==> src/rtl/mips_lsu_pkg.sv <==
// Shared encodings for the MIPS load/store unit: access sizes, FSM states,
// and the alignment helpers used when a request is accepted.
package mips_lsu_pkg;

  localparam logic [1:0] SZ_BYTE    = 2'b00;
  localparam logic [1:0] SZ_HALF    = 2'b01;
  localparam logic [1:0] SZ_WORD    = 2'b10;
  localparam logic [1:0] SZ_ILLEGAL = 2'b11;

  typedef enum logic [2:0] {
    IDLE,
    ERR,
    LOAD,
    WSTORE,
    RMW_RD,
    RMW_WR,
    DONE
  } lsu_state_t;

  function automatic logic is_misaligned(input logic [1:0] size, input logic [1:0] addr_lo);
    case (size)
      SZ_BYTE: is_misaligned = 1'b0;
      SZ_HALF: is_misaligned = addr_lo[0];
      SZ_WORD: is_misaligned = (addr_lo != 2'b00);
      default: is_misaligned = 1'b1;
    endcase
  endfunction

  // Clears the offset bits a size cannot use, so a tolerated misaligned
  // access lands on the enclosing naturally aligned lane.
  function automatic logic [1:0] align_lo(input logic [1:0] size, input logic [1:0] addr_lo);
    case (size)
      SZ_HALF: align_lo = {addr_lo[1], 1'b0};
      SZ_WORD: align_lo = 2'b00;
      default: align_lo = addr_lo;
    endcase
  endfunction

endpackage

==> src/rtl/mips_load_extend.sv <==
// Picks the addressed little-endian byte/half lane out of a memory word and
// sign- or zero-extends it to 32 bits; word accesses pass straight through.
module mips_load_extend
  import mips_lsu_pkg::*;
(
  input  logic [31:0] word,
  input  logic [1:0]  addr_lo,
  input  logic [1:0]  size,
  input  logic        zero_ext,
  output logic [31:0] result
);

  logic [7:0]  byte_lane;
  logic [15:0] half_lane;

  always_comb begin
    byte_lane = word[8*addr_lo +: 8];
    half_lane = addr_lo[1] ? word[31:16] : word[15:0];
    case (size)
      SZ_BYTE: result = zero_ext ? {24'h0, byte_lane} : {{24{byte_lane[7]}}, byte_lane};
      SZ_HALF: result = zero_ext ? {16'h0, half_lane} : {{16{half_lane[15]}}, half_lane};
      default: result = word;
    endcase
  end

endmodule

==> src/rtl/mips_load_store_unit.sv <==
// Load/store unit in front of mips_data_memory: one request at a time,
// lane extraction for loads, read-modify-write for byte/half stores.
module mips_load_store_unit
  import mips_lsu_pkg::*;
#(
  parameter int ERR_ON_MISALIGN = 1
) (
  input  logic        clk,
  input  logic        reset,
  input  logic        req_valid,
  output logic        req_ready,
  input  logic        req_write,
  input  logic [1:0]  req_size,
  input  logic        req_unsigned,
  input  logic [31:0] req_addr,
  input  logic [31:0] req_wdata,
  output logic        resp_valid,
  output logic        resp_err,
  output logic [31:0] resp_rdata,
  output logic [31:0] mem_address,
  output logic [31:0] mem_write_data,
  output logic        mem_write,
  output logic        mem_read,
  input  logic [31:0] mem_read_data
);

  lsu_state_t  state;
  logic [1:0]  size_q;
  logic [1:0]  addr_lo_q;
  logic        zero_ext_q;
  logic [15:0] wdata_q;
  logic        req_err;
  logic [31:0] load_result;
  logic [31:0] merge_word;

  assign req_ready = (state == IDLE);
  assign req_err   = (req_size == SZ_ILLEGAL) ||
                     ((ERR_ON_MISALIGN != 0) && is_misaligned(req_size, req_addr[1:0]));

  // Gating with reset keeps a write that is in flight from landing in memory.
  assign mem_read  = ((state == LOAD) || (state == RMW_RD)) && !reset;
  assign mem_write = ((state == WSTORE) || (state == RMW_WR)) && !reset;

  mips_load_extend u_load_extend (
    .word     (mem_read_data),
    .addr_lo  (addr_lo_q),
    .size     (size_q),
    .zero_ext (zero_ext_q),
    .result   (load_result)
  );

  // Only byte and half stores reach RMW_RD, so only those two cases matter here.
  always_comb begin
    merge_word = mem_read_data;
    if (size_q == SZ_BYTE)
      merge_word[8*addr_lo_q +: 8] = wdata_q[7:0];
    else if (addr_lo_q[1])
      merge_word[31:16] = wdata_q;
    else
      merge_word[15:0] = wdata_q;
  end

  always_ff @(posedge clk) begin
    if (reset) begin
      state          <= IDLE;
      size_q         <= SZ_BYTE;
      addr_lo_q      <= 2'b00;
      zero_ext_q     <= 1'b0;
      wdata_q        <= 16'h0;
      resp_valid     <= 1'b0;
      resp_err       <= 1'b0;
      resp_rdata     <= 32'h0;
      mem_address    <= 32'h0;
      mem_write_data <= 32'h0;
    end else begin
      resp_valid <= 1'b0;
      resp_err   <= 1'b0;
      case (state)
        IDLE: begin
          if (req_valid) begin
            mem_address <= {2'b00, req_addr[31:2]};
            size_q      <= req_size;
            addr_lo_q   <= align_lo(req_size, req_addr[1:0]);
            zero_ext_q  <= req_unsigned;
            wdata_q     <= req_wdata[15:0];
            resp_rdata  <= 32'h0;
            if (req_err) begin
              state      <= ERR;
              resp_valid <= 1'b1;
              resp_err   <= 1'b1;
            end else if (!req_write) begin
              state <= LOAD;
            end else if (req_size == SZ_WORD) begin
              state          <= WSTORE;
              mem_write_data <= req_wdata;
            end else begin
              state <= RMW_RD;
            end
          end
        end
        ERR: state <= IDLE;
        LOAD: begin
          state      <= DONE;
          resp_valid <= 1'b1;
          resp_rdata <= load_result;
        end
        WSTORE: begin
          state      <= DONE;
          resp_valid <= 1'b1;
        end
        RMW_RD: begin
          state          <= RMW_WR;
          mem_write_data <= merge_word;
        end
        RMW_WR: begin
          state      <= DONE;
          resp_valid <= 1'b1;
        end
        DONE: state <= IDLE;
        default: state <= IDLE;
      endcase
    end
  end

endmodule
==> config.mk <==
export PLATFORM = sky130hd
export DESIGN_NAME = mips_load_store_unit
export DESIGN_NICKNAME = d
export VERILOG_FILES = /design/src/rtl/mips_lsu_pkg.sv /design/src/rtl/mips_load_extend.sv /design/src/rtl/mips_load_store_unit.sv
export SDC_FILE = /design/constraint.sdc
export NUM_CORES = 1
export LEC_CHECK = 0
export ABC_AREA = 1
export BUFFER_PORTS_ARGS = -buffer_cell sky130_fd_sc_hd__buf_4
export CAP_MARGIN = 40
export CORE_ASPECT_RATIO = 1.1
export CORE_UTILIZATION = 55
export CTS_CLUSTER_SIZE = 8
export DETAILED_ROUTE_END_ITERATION = 7
export PLACE_DENSITY = 0.9
export SYNTH_ARGS = -nofsm -noshare
export SYNTH_HDL_FRONTEND = slang
export SYNTH_SLANG_ARGS = --single-unit
==> constraint.sdc <==
create_clock -name clk -period 3.03 [get_ports clk]
set_clock_uncertainty 0.05 [all_clocks]
set_input_delay 0.1515 -clock clk [delete_from_list [all_inputs] [get_ports clk]]
set_output_delay 0.1515 -clock clk [all_outputs]
set_load 0.02 [all_outputs]
* Word-level counts from Yosys, hierarchy flattened
Cells that the tools add are included.
Word-level totals: output and inout bits 101, RAM bits 0, latch bits 0, input bits 103, flip-flop bits (word level) 120, logic and storage cells 69, memories 0, memory bits (read-only) 0
Operators by class: shifts and indexed selects 3, equality and inequality tests 12, muxes and demuxes 25, bitwise logic cells 1, reduce and logical (&&, ||, !) cells 17, multipliers 0, add/sub/neg operators 1, order comparisons 0, divide/modulo/power cells 0
Operators with widths (number):
- $mux W32 | 8
- $pmux W32 S2 | 3
- $mux W16 | 3
- $neg A5 Y34 | 1
- $shift A8 B34 Y32 const A | 1
- $shiftx A8 B34 Y32 | 1
- $bwmux W32 | 1
- $shiftx A32 B6 Y8 | 1
- $mux W3 | 4
- $pmux W3 S3 | 1
- $eq A3 B2 Y1 const B | 2
- $eq A3 B3 Y1 const B | 2
- $reduce_bool A2 Y1 | 3
- $reduce_and A5 Y1 | 1
- $eq A2 B1 Y1 const B | 2
- $eq A2 B2 Y1 const B | 2
- $logic_not A2 Y1 | 2
- $ne A2 B1 Y1 const B | 2
- $ne A2 B2 Y1 const B | 2
- $pmux W2 S2 | 1
- $reduce_and A2 Y1 | 2
- $logic_not A3 Y1 | 1
- $logic_or A1 B1 Y1 | 3
- $pmux W1 S3 | 1
- other kinds (7) | 9

* Logic depth before layout (Yosys ltp)
depth in word-level cells 6, gate-level depth with buffers 12, mapped depth without buffers 11

* By module
Synthesis repeated with hierarchy kept, for this count alone.
Second synthesis, totals: cell total of the unflattened synthesis 1219, area, all modules 7503.4 sq um
By module, submodules not included:
- mips_load_store_unit | cells each 1065, instances 1, sequential area each 2402.3 sq um, area an instance 6582.6 sq um
- mips_load_extend | cells each 154, instances 1, sequential area each 0.0 sq um, area an instance 920.9 sq um

* Worst setup path before layout
No wires, ideal clock.
path kind flip-flop to flip-flop, from register addr_lo_q[1], to register mem_write_data[24], library setup time 0.064 ns, path buffers 1, setup slack 1.126 ns, stages on the path, launching flop included 11, period minus slack after synthesis 1.904 ns, data required time 2.916 ns, data arrival time 1.790 ns, path through dfxtp_1 -> inv_1 -> clkbuf_1 -> ha_1 -> clkinv_1 -> nand3_1 -> nor2_1 -> nor2_1 -> o21ai_0 -> nor2_1 -> nor2_1
Between the ends: cells in the longest elaborated chain, start to end 5, elaborated cells between the ends (all ways) 7, classes of those cells add/sub (1); shift (2); mux (4)
Ends and longest elaborated chain:
- start: declaration | RTL line mips_load_store_unit.sv:29 | logic [1:0] addr_lo_q;
- start signal: assignment | RTL line mips_load_store_unit.sv:83 | addr_lo_q <= align_lo(req_size, req_addr[1:0]);
- $neg A5 Y34 | RTL line mips_load_store_unit.sv:56 | merge_word[8*addr_lo_q +: 8] = wdata_q[7:0];
- $shiftx A8 B34 Y32 / $shift A8 B34 Y32 (equally long branches) | RTL line mips_load_store_unit.sv:56
- $bwmux W32 | RTL line mips_load_store_unit.sv:56
- $mux W32 (*) | RTL line mips_load_store_unit.sv:55 | if (size_q == SZ_BYTE)
- $pmux W32 S2 (*) | RTL line mips_load_store_unit.sv:78 | case (state)
- end signal: assignment | RTL line mips_load_store_unit.sv:95 | mem_write_data <= req_wdata;
- end signal: assignment | RTL line mips_load_store_unit.sv:113 | mem_write_data <= merge_word;
- end: declaration | RTL line mips_load_store_unit.sv:21 | output logic [31:0] mem_write_data,
Every way passes the cells marked *; elsewhere a longest branch is shown, timed or not. A chain may end at the register's enable or synchronous reset.

* Worst setup path in the final report
from register addr_lo_q[0], to register mem_write_data[12]
Between the ends: cells in the longest elaborated chain, start to end 5, elaborated cells between the ends (all ways) 6, classes of those cells add/sub (1); shift (2); mux (3)
Ends and longest elaborated chain (RTL line):
- $neg A5 Y34 (*) | mips_load_store_unit.sv:56
- $shiftx A8 B34 Y32 / $shift A8 B34 Y32 (equally long branches) | mips_load_store_unit.sv:56
- $bwmux W32 (*) | mips_load_store_unit.sv:56
- $mux W32 (*) | mips_load_store_unit.sv:55
- $pmux W32 S2 (*) | mips_load_store_unit.sv:78
Marks and branches as above.

==> flow_summary.toml <==
[synth]
synthTopCellsByArea = "dfxtp_1, nand2_1, o21ai_0, nor2_1, a21oi_1"
seq_area_frac_synth_pct = 35.5
synth.yosys.warnings = 0
syn_area_sq_um = 6760
syn_avg_cell_area_sq_um = 6.27
synthDistinctLibCells = 35
async_flop_share_pct = 0
yosysMostFrequentCell = "nand2_1"
netlist_instances = 1078
yosysTopAreaCell = "dfxtp_1"
yosys-top-cells-count = "nand2_1, nor2_1, o21ai_0, dfxtp_1, inv_1"
synth_top_area_share_pct = 35.5
ys.flop_type = "dfxtp_1"
synth_edf_count = 0
ys_seq_elements = 120

[detailed_routing]
drt_iter0_markers = 789
ant_nets = 0
drt_pass1_iterations = 6
wl_um = 23200
vias_per_cell = 5.49
num_vias = 8004
routedWlPerCell_um = 15.9
drcViolationCount = 0

[global_routing]
grt_pass1_wl_um = 35700
grt_pass1_vias = 7412
track_usage_pct = 35.9
grt-ovfl-total = 0
grt_antenna_before_repair = 0
grt_max_degree = 65

[final_layout]
fillers = 893
multi_input_area_sq_um = 3640
fin_cells = 1458
seqCellArea_sq_um = 2400
post-route-util_pct = 77.5
drive_above_1_share_pct = 21.9
syn_to_final_growth_pct = 37.3
final_nets = 1402
num_antenna_cells = 0

[timing]
finalMaxSlewViolations = 0
max_freq_ghz = 0.373
setup_viol = 0
slew_headroom_pct = 54.8
fin_tns_setup_ns = 0
holdWs_ns = 0.00403
tightest_slew_ns = 0.677
min_period_ns = 2.68
fin_crit_sh_pct = 88.5
rsz0062_at_grt = "false"
hold_violations = 0

[power_and_ir_drop]
p_sw_uw = 2290
pwr-share-clk_pct = 33.3
p_comb_share_pct = 34.3
power_density_nw_per_um2 = 649
power.internal_uw = 3740
peakVddDrop_v = 0.000424
power.leakage_uw = 0.00449
sw_frac_of_total_pct = 38.0
p_seq_share_pct = 32.4

[worst_setup_path]
end_kind = "register"
r2r-end = "mem_write_data[12]"
crit_arrival_ns = 2.98
crit_type = "register to register"
r2r_start = "addr_lo_q[0]"
startpoint_type = "register"
path_max_fanout = 14
worst_ep_required_time_ns = 3.33
reg2reg_slack_ns = 0.35
reg2reg_depth = 9

[flow_run]
drv_cap = 0

[clocking]
htree_levels = 4
insertion_delay_ns = 0.42
cts-resized-gates = 0
cts_made_buffers = 17
clk_pin_slew_worst_paths_ns = 0.06
clockBufferDepth = 2
clock_tree.root_cell = "clkbuf_16"
tritoncts = "yes"
clock-sinks = 120

[die]
die_y_um = 118
core_area_sq_um = 12000
num_io_pins = 204
die_w_um = 108
start_util_pct = 56.4
die_area_sq_um = 12700
row_count = 42

[placement]
io_buffers = 201
routabilityCongestion = 0.935
hpwl_um = 14800
placed_cells = 1377

[worst_hold_path]
hold_end = "wdata_q[6]"
hold_class = "input port to register"
hold_path_depth = 3
hold_start = "req_wdata[6]"

[status]
status = "completed"
[kinds of logic after synthesis]
family	Yosys count	share of synthesized area, %
DFF	120	35.5
buffers and inverters	164	10.6
AOI/OAI and AO/OA	250	19.8
and+or+nand+nor	535	32.5
other	1	0.0555
adders and majority gates	8	1.48
[power groups by stage]
stage | logic, uW | clock network (uW) | registers, uW
floorplan | 1200 | 0 | 2120
global placement | 1920 | 0 | 1970
detailed placement | 1950 | 0 | 1970
CTS | 2020 | 2000 | 1940
global route | 2260 | 2080 | 1970
finish | 2070 | 2000 | 1950
[how the worst max path moves through the flow]
stage | startpoint | endpoint | slack, ns | cells past startpoint
finish | addr_lo_q[0] | mem_write_data[12] | 0.35 | 9
global route | addr_lo_q[0] | mem_write_data[24] | 0.15 | 9
CTS | addr_lo_q[0] | mem_write_data[31] | 0.46 | 9
detailed placement | addr_lo_q[0] | mem_write_data[31] | 0.47 | 9
global placement | addr_lo_q[0] | mem_write_data[31] | 0.58 | 9
floorplan | addr_lo_q[1] | mem_write_data[24] | 1.13 | 10
[metrics by stage]
stage	area (sq um)	power, uW	setup WS (ns)
floorplan	6760	3310	1.13
global placement	8210	3880	0.584
detailed placement	8210	3920	0.473
CTS	9280	5960	0.460
global route	9280	6310	0.153
finish	9280	6020	0.350
[worst max-delay path, stage by stage, from the launching register on]
cell and delay [ns]:
dfxtp_1 0.60, inv_1 0.39, ha_1 0.34, inv_1 0.26
nand3_1 0.29, o21ai_0 0.30, nand3_1 0.12, nand2_1 0.09
nor2_1 0.05, nor2_1 0.13
[final cells by class]
class / instances / area share (%)
Timing Repair Buffer: 261 / 22.6
Inverter: 96 / 3.94
Tap cell: 154 / 2.08
Multi-Input combinational cell: 795 / 39.3
Sequential cell: 120 / 25.9
Clock buffer: 17 / 4.58
Clock inverter: 15 / 1.66
[cell usage in the layout (no fill, tap or decap), types with 2 or more instances in the layout]
cell type	count
dfxtp_1	119
buf_4	211
nand3_1	53
nand4_1	2
bufinv_16	2
clkbuf_16	17
ha_1	8
nand2_4	3
nand2_2	14
a21oi_1	85
a21oi_2	10
clkinvlp_4	4
o211ai_1	16
o21ai_1	5
conb_1	2
nand2_1	289
o21ai_0	131
inv_1	89
clkinv_4	4
inv_6	2
nor2_2	2
nor2_4	2
nor2_1	164
clkinv_2	4
inv_2	5
dlygate4sd3_1	49
[metal layers]
metal	global-route usage (%)	up-vias	routed length [um]
li1	-	3862	-
met1	41.7	3615	8900
met2	59.6	436	11000
met3	7.89	91	1930
met4	22.1	0	1300
met5	0	-	0
[registers in the layout, indices dropped and copies added, names as in the netlist]
register	flops
addr_lo_q	2
mem_address	30
mem_write_data	32
resp_err	1
resp_rdata	32
resp_valid	1
size_q	2
state	3
wdata_q	16
zero_ext_q	1
[timing repair]
| action | 4_1_cts | 5_1_grt |
|---|---|---|
| endpoints found under the hold margin | 49 | 0 |
| buffers inserted | 0 | 0 |
| hold buffers | 49 | 0 |
No activity file was read; power rests on OpenSTA's default activity.
